## src/rtl/byte_ingress.sv

```systemverilog
// Byte-to-word reassembler, LSB first; optional stale-word timeout built when BYTE_INGRESS_TIMEOUT_EN is defined.
// Latency: WriteDataValid pulses the cycle after the edge that samples the 4th byte.
// Backpressure: none; one byte is accepted in every cycle that DataValid is high.
module byte_ingress #(
    parameter int unsigned TIMEOUT_CYCLES = 16
) (
    input  logic        ClkIngress,
    input  logic        ARst,
    input  logic [7:0]  Data,
    input  logic        DataValid,
    input  logic        Flush,
    output logic [31:0] WriteData,
    output logic        WriteDataValid,
    output logic        Busy,
    output logic        TimeoutErr
);

    logic [1:0]  byteNum;
    logic [23:0] partial;

`ifdef BYTE_INGRESS_TIMEOUT_EN
    localparam logic [7:0] IdleLast = 8'(TIMEOUT_CYCLES - 1);

    logic [7:0] idleCnt;
    logic       timeoutErrQ;

    assign TimeoutErr = timeoutErrQ;
`else
    logic [7:0] unusedTimeoutCfg;

    assign unusedTimeoutCfg = 8'(TIMEOUT_CYCLES);
    assign TimeoutErr       = 1'b0;
`endif

    always_ff @(posedge ClkIngress or posedge ARst) begin
        if (ARst) begin
            byteNum        <= 2'd0;
            partial        <= 24'h0;
            WriteData      <= 32'h0;
            WriteDataValid <= 1'b0;
            Busy           <= 1'b0;
`ifdef BYTE_INGRESS_TIMEOUT_EN
            idleCnt        <= 8'd0;
            timeoutErrQ    <= 1'b0;
`endif
        end else begin
            WriteDataValid <= 1'b0;
`ifdef BYTE_INGRESS_TIMEOUT_EN
            timeoutErrQ    <= 1'b0;
`endif
            if (Flush) begin
                // A byte presented alongside Flush is dropped on purpose.
                byteNum <= 2'd0;
                Busy    <= 1'b0;
`ifdef BYTE_INGRESS_TIMEOUT_EN
                idleCnt <= 8'd0;
`endif
            end else if (DataValid) begin
                case (byteNum)
                    2'd0:    partial[7:0]   <= Data;
                    2'd1:    partial[15:8]  <= Data;
                    2'd2:    partial[23:16] <= Data;
                    default: begin
                        WriteData      <= {Data, partial};
                        WriteDataValid <= 1'b1;
                    end
                endcase
                byteNum <= byteNum + 2'd1;
                Busy    <= (byteNum != 2'd3);
`ifdef BYTE_INGRESS_TIMEOUT_EN
                idleCnt <= 8'd0;
`endif
            end
`ifdef BYTE_INGRESS_TIMEOUT_EN
            else if (byteNum != 2'd0) begin
                // Fire on the edge the count would reach TIMEOUT_CYCLES.
                if (idleCnt == IdleLast) begin
                    byteNum     <= 2'd0;
                    Busy        <= 1'b0;
                    idleCnt     <= 8'd0;
                    timeoutErrQ <= 1'b1;
                end else begin
                    idleCnt <= idleCnt + 8'd1;
                end
            end else begin
                idleCnt <= 8'd0;
            end
`endif
        end
    end

endmodule

```

## config.mk

```make
export PLATFORM = sky130hd
export DESIGN_NAME = byte_ingress
export DESIGN_NICKNAME = d
export VERILOG_FILES = /design/src/rtl/byte_ingress.sv
export SDC_FILE = /design/constraint.sdc
export NUM_CORES = 1
export LEC_CHECK = 0
export ABC_AREA = 1
export CAP_MARGIN = 20
export CORE_MARGIN = 3
export CORE_UTILIZATION = 55
export DETAILED_ROUTE_END_ITERATION = 10
export GPL_TIMING_DRIVEN = 0
export PLACE_DENSITY = 0.87
export RECOVER_POWER = 50
export SETUP_SLACK_MARGIN = 0.3
export SYNTH_ARGS = -nofsm -noshare
export SYNTH_HDL_FRONTEND = slang
export SYNTH_SLANG_ARGS = --single-unit
```

## constraint.sdc

```tcl
create_clock -name ClkIngress -period 3.27 [get_ports ClkIngress]
set_clock_uncertainty 0.1 [all_clocks]
set_input_delay 0.4905 -clock ClkIngress [delete_from_list [all_inputs] [get_ports ClkIngress]]
set_output_delay 0.4905 -clock ClkIngress [all_outputs]
set_load 0.005 [all_outputs]
```

==> results.toml, run 1 <==
[status]
status = "complete, no violations"

[detailed_routing]
route.vias.total = 2166
drc = 0
first_pass_iters = 4
viasPerCell = 5.57
final_antenna_net_count = 0
wl_mm = 5.74
drtIter0Drc = 162
wl_per_cell_um = 14.8

[floorplan]
core_um2 = 4470
start_util_pct = 58.2
die_x_um = 74.8
die_h_um = 74.8
die_area_um2 = 5590
ios = 47
num_rows = 24

[worst_setup_path]
cp_slowest_stage_delay_ns = 0.90
worst_setup_path_start_kind = "input pin"
cpMaxStageDelayCell = "clkbuf_2"
cp.required_ns = 3.48
crit_family = "buffers and inverters"
critical_path_arrival_ns = 2.42
path_max_fanout = 43
path_cells = "dlygate4sd3_1 > inv_1 > clkbuf_2"
critPathKind = "in -> async"
cp_num_buf_inv = 3
end_kind = "asynchronous set/reset pin"

[timing]
whs_ns = 0.366
setup_viol = 0
worst_slack_ns = 1.06
relSlewSlack_pct = 31.2
max_slew.worst_pin.slew_ns = 1.03
period_needed_ns = 2.21
drv_slew = 0
post-route-period-util_pct = 67.6
hold_violations = 0
finalSetupTns_ns = 0
clock.fmax_mhz = 452
rsz0062_at_grt = "false"

[placed_design]
dp_hpwl_mm = 4.00
post-place-ws_ns = 1.48
io_buffer_count = 44
gp_congestion = 0.903

[worst_hold_path]
min_path_type = "reg -> reg"

[power_and_ir_drop]
p_comb_share_pct = 15.9
p_leak_nw = 1.72
pwr-share-seq_pct = 46.5
intPower_mw = 1.53
powerDensity_nw_per_um2 = 618
power_switching_uw = 515
switching_share_pct = 25.1
p_clk_share_pct = 37.6
finalPower_mw = 2.05
ir_worst_vdd_uv = 358

[flow_run]
drv_cap = 0

[logic_synthesis]
post_synth_num_cell_types = 15
synth_seq_cells = 60
ys_warn_count = 0
syn_nets = 293
synth_cells = 276
yosysSeqAreaShare_pct = 57.7
syn_area_um2 = 2600
postSynthAreaPerCell_um2 = 9.43

[clocking]
cts_buffers = 9
clk_path_buf_depth = 2
cts_hold_buf = 0
cts.sinks = 60
post_cts_buffers = 0
post_cts_resized = 0
tritoncts = "yes"
clockRootBuffer = "clkbuf_8"
worstSkewPairLatency_ns = 0.34
h-tree-depth = 3
clk_pin_slew_ns = 0.06

[finish]
fillCellCount = 314
area_delta_synth_final_pct = 27.2
final_nets = 349
layout_commonest_cell = "nand2_1"
utilization_pct = 74.0
mostFrequentLayoutCells = "nand2_1, dfrtp_1, nand4_1"
drive_gt1_share_pct = 11.0
n_antenna_cell = 0

[grt]
track_usage_pct = 23.3
gr-total-overflow = 0
grt_first_pass_wirelength_mm = 9.74
grt_max_degree = 44
antenna_found_initial = 0
grt_pass1_vias = 2100
final cells by class:
cell class / count / area [um2] / area share, %
tap: 52 / 65.1 / 1.97
clock buffer: 12 / 165 / 4.99
multi-input combinational: 187 / 895 / 27.0
timing repair buffer: 45 / 445 / 13.5
clock inverter: 4 / 70.1 / 2.12
sequential: 60 / 1500 / 45.4
inverter: 5 / 20.0 / 0.605
buffer: 24 / 149 / 4.50
cell families after synthesis:
logic type,share of synthesized area (%)
other,0.144
adder cells (fa/ha/maj),2.40
AO/OA/AOI/OAI,0.385
flip-flops,57.7
buffers and inverters,7.45
AND/OR/NAND/NOR,31.9
path summary, 6_finish.rpt:
| kind | start | end | slack (ns) | cells after the start |
|---|---|---|---|---|
| min | WriteData[8] | WriteData[8] | 0.37 | 2 |
| max reg2reg | byteNum[0] | WriteData[27] | 1.42 | 6 |
| min reg2reg | WriteData[8] | WriteData[8] | 0.37 | 2 |
| max | ARst | partial[16] | 1.06 | 3 |
| min in group asynchronous | ARst | WriteData[20] | 0.58 | 2 |
| max in group ClkIngress | Flush | byteNum[1] | 1.16 | 6 |
worst min-delay path, cell delays in order (launching register included):
cell,delay (ns)
dfrtp_1,0.34
nand2_1,0.05
nand2_1,0.04
state kept, by name, summed over array words and instances, names as in the netlist:
| signal | flops |
|---|---|
| WriteData | 32 |
| partial | 24 |
| byteNum | 2 |
| Busy | 1 |
| WriteDataValid | 1 |
cell usage after synthesis:
cell type    n  area, um2
buf_2       15       75.1
buf_4        3       22.5
buf_6        4       45.0
buf_8        2       30.0
conb_1       1       3.75
dfrtp_1     60       1500
ha_1         5       62.6
inv_1        4       15.0
inv_4        1       6.26
nand2_1    117        439
nand3_1      4       20.0
nand3_4      1       17.5
nand4_1     56        350
nor2_1       1       3.75
o21ai_0      2       10.0
power by group through the flow:
stage | Sequential, mW | Clock (mW) | Combinational [mW]
floorplan | 0.954 | 0 | 0.161
global placement | 0.956 | 0 | 0.320
detailed placement | 0.963 | 0 | 0.332
CTS | 0.952 | 0.779 | 0.335
global route | 0.966 | 0.813 | 0.365
finish | 0.952 | 0.770 | 0.324
layer usage:
| metal | wire length, um | track usage, % | vias to the layer above | share of wire (%) |
|---|---|---|---|---|
| met3 | 348 | 6.01 | 19 | 6.1 |
| met4 | 172 | 10.9 | 0 | 3.0 |
| met1 | 2560 | 31.9 | 1025 | 45 |
| met5 | 0 | 0 | - | 0 |
| met2 | 2660 | 34.8 | 82 | 46 |
| li1 | - | - | 1040 | - |
stage by stage:
stage,std cells,cell area [um2]
5_1_grt,389,3310
2_1_floorplan,276,2600
4_1_cts,389,3360
3_3_place_gp,372,3110
3_5_place_dp,373,3130
6_report,389,3310
No activity file was read; power rests on OpenSTA's default activity.
==> inputs of run 2 (changes only) <==
CORE_UTILIZATION = 47   (was 55)
PLACE_DENSITY = 0.8   (was 0.87)
clock period = 1.9 ns   (was 3.27 ns; I/O delays follow)
==> run 2 against run 1 <==
Effect of this change:
- worst hold slack got worse by 0.13 ns
- utilization fell by 8.7 points
- design area grew 3.3%
- count of clock-buffer cells in the layout is 1 lower
- first-iteration DRC count fell by 4.3%
- highest routed layer unchanged
==> results.toml, run 2 (same netlist as run 1, synthesis figures left out) <==
[status]
status = "complete, no violations"

[detailed_routing]
wl_per_cell_um = 14.8
viasPerCell = 5.32
route.vias.total = 2214
wl_mm = 6.14
drc = 0
final_antenna_net_count = 0
drtIter0Drc = 155
first_pass_iters = 4

[worst_setup_path]
r2r_cells = 6
worst_setup_path_start_kind = "input pin"
critPathKind = "in -> reg"
r2r_slack_ns = 0.39
path_max_fanout = 10
path_cells = "clkdlybuf4s50_1 > clkinvlp_2 > buf_6 > buf_6 > nand4_1 > nand2_1"
end_kind = "flip-flop"
cp_slowest_stage_delay_ns = 0.50
critical_path_arrival_ns = 1.77
cpMaxStageDelayCell = "clkdlybuf4s50_1"
cp.required_ns = 2.03
critPathMostFrequentCell = "buf_6"
reg2reg_from = "byteNum[0]"
reg2reg_to = "WriteData[13]"

[worst_hold_path]
min_path_cells = 4
min_path_type = "in -> reg"
min_to = "WriteData[23]"
worstHoldStart = "DataValid"

[clocking]
clk_path_buf_depth = 2
cts_hold_buf = 0
cts.sinks = 60
h-tree-depth = 3
clk_pin_slew_ns = 0.07
tritoncts = "yes"
clockRootBuffer = "clkbuf_8"
worstSkewPairLatency_ns = 0.34
cts_buffers = 9

[grt]
track_usage_pct = 21.9
grt_max_degree = 32
antenna_found_initial = 0
gr-total-overflow = 0
grt_pass1_vias = 2280
grt_first_pass_wirelength_mm = 10.6

[power_and_ir_drop]
p_leak_nw = 1.92
ir_worst_vdd_uv = 511
powerDensity_nw_per_um2 = 939
finalPower_mw = 3.21

[timing]
setup_viol = 0
rsz0062_at_grt = "false"
drv_slew = 0
post-route-period-util_pct = 86.1
clock.fmax_mhz = 611
relSlewSlack_pct = 11.6
period_needed_ns = 1.64
max_slew.worst_pin.slew_ns = 1.32
hold_violations = 0
finalSetupTns_ns = 0
worst_slack_ns = 0.264

[finish]
area_delta_synth_final_pct = 31.4
top_regs = "WriteData (32), partial (24), byteNum (2)"
largest_register_ffs = 32
n_antenna_cell = 0
mostFrequentLayoutCells = "nand2_1, dfrtp_1, nand4_1"
drive_gt1_share_pct = 15.9
final_nets = 358
top_register = "WriteData"
layout_commonest_cell = "nand2_1"

[placed_design]
io_buffer_count = 44
dp_hpwl_mm = 4.21
post-place-ws_ns = 0.325
gp_congestion = 0.900

[floorplan]
die_h_um = 80.4
die_area_um2 = 6470
die_x_um = 80.4
ios = 47
start_util_pct = 49.7
core_um2 = 5240
num_rows = 26

[flow_run]
drv_cap = 0
[run 2: cell count changes in the layout (fill, tap and decap cells not counted), sizes merged, moves of 7 or more]
| cell | change |
|---|---|
| dlygate4sd2 | +7 |
| clkbuf | -7 |
| dlymetal6s2s | +8 |
| buf | +15 |
| clkdlybuf4s25 | +14 |
| clkdlybuf4s50 | -28 |
[run 2: layout make-up]
type / instances / area, um2
Clock inverter: 5 / 27.5
Clock buffer: 11 / 141
Sequential cell: 60 / 1500
Fill cell: 426 / 1820
Tap cell: 70 / 87.6
Buffer: 24 / 173
Timing Repair Buffer: 54 / 539
Inverter: 5 / 21.3
Multi-Input combinational cell: 187 / 930
[run 2: critical path: cells and delay by family]
kind          cells  cell delay, ns
simple gates      2            0.15
buf+inv           4            1.31
[run 2: how the worst max path moves through the flow]
stage | slack, ns | end | startpoint | depth (start not counted)
after CTS | 0.30 | WriteData[4] | WriteData[4] | 1
after detailed placement | 0.32 | partial[18] | Flush | 5
after global routing | 0.16 | WriteData[13] | Flush | 6
final | 0.26 | WriteData[26] | Flush | 6
after floorplan | 0.57 | partial[0] | byteNum[0] | 6
after global placement | 0.12 | WriteData[2] | ARst | 2
[run 2: layer usage]
layer / part of all wire [%] / GRT usage [%]
met1: 43 / 29.1
met2: 47 / 33.1
met3: 7.3 / 5.04
met4: 2.6 / 12.2
met5: 0 / 0
[run 2: stage by stage]
step | hold WS (ns) | utilization, % | cells | instance area [um2]
floorplan | 0.291 | - | 276 | 2610
global placement | 0.354 | 59.8 | 390 | 3130
detailed placement | 0.358 | 60.2 | 391 | 3150
CTS | 0.207 | 63.4 | 407 | 3320
global route | 0.239 | 65.3 | 416 | 3420
finish | 0.236 | 65.3 | 416 | 3420
[run 2: where the power goes]
group | internal (mW) | switching, mW | total (mW)
Clock | 0.499 | 0.492 | 0.991
Sequential | 1.51 | 0.130 | 1.64
Combinational | 0.294 | 0.288 | 0.582
Total | 2.30 | 0.909 | 3.21
[run 2: what timing repair did]
item	in CTS	in global routing
setup endpoints to repair	8	43
setup buffers	0	9
hold endpoints to repair	0	0
gates resized for setup	8	25
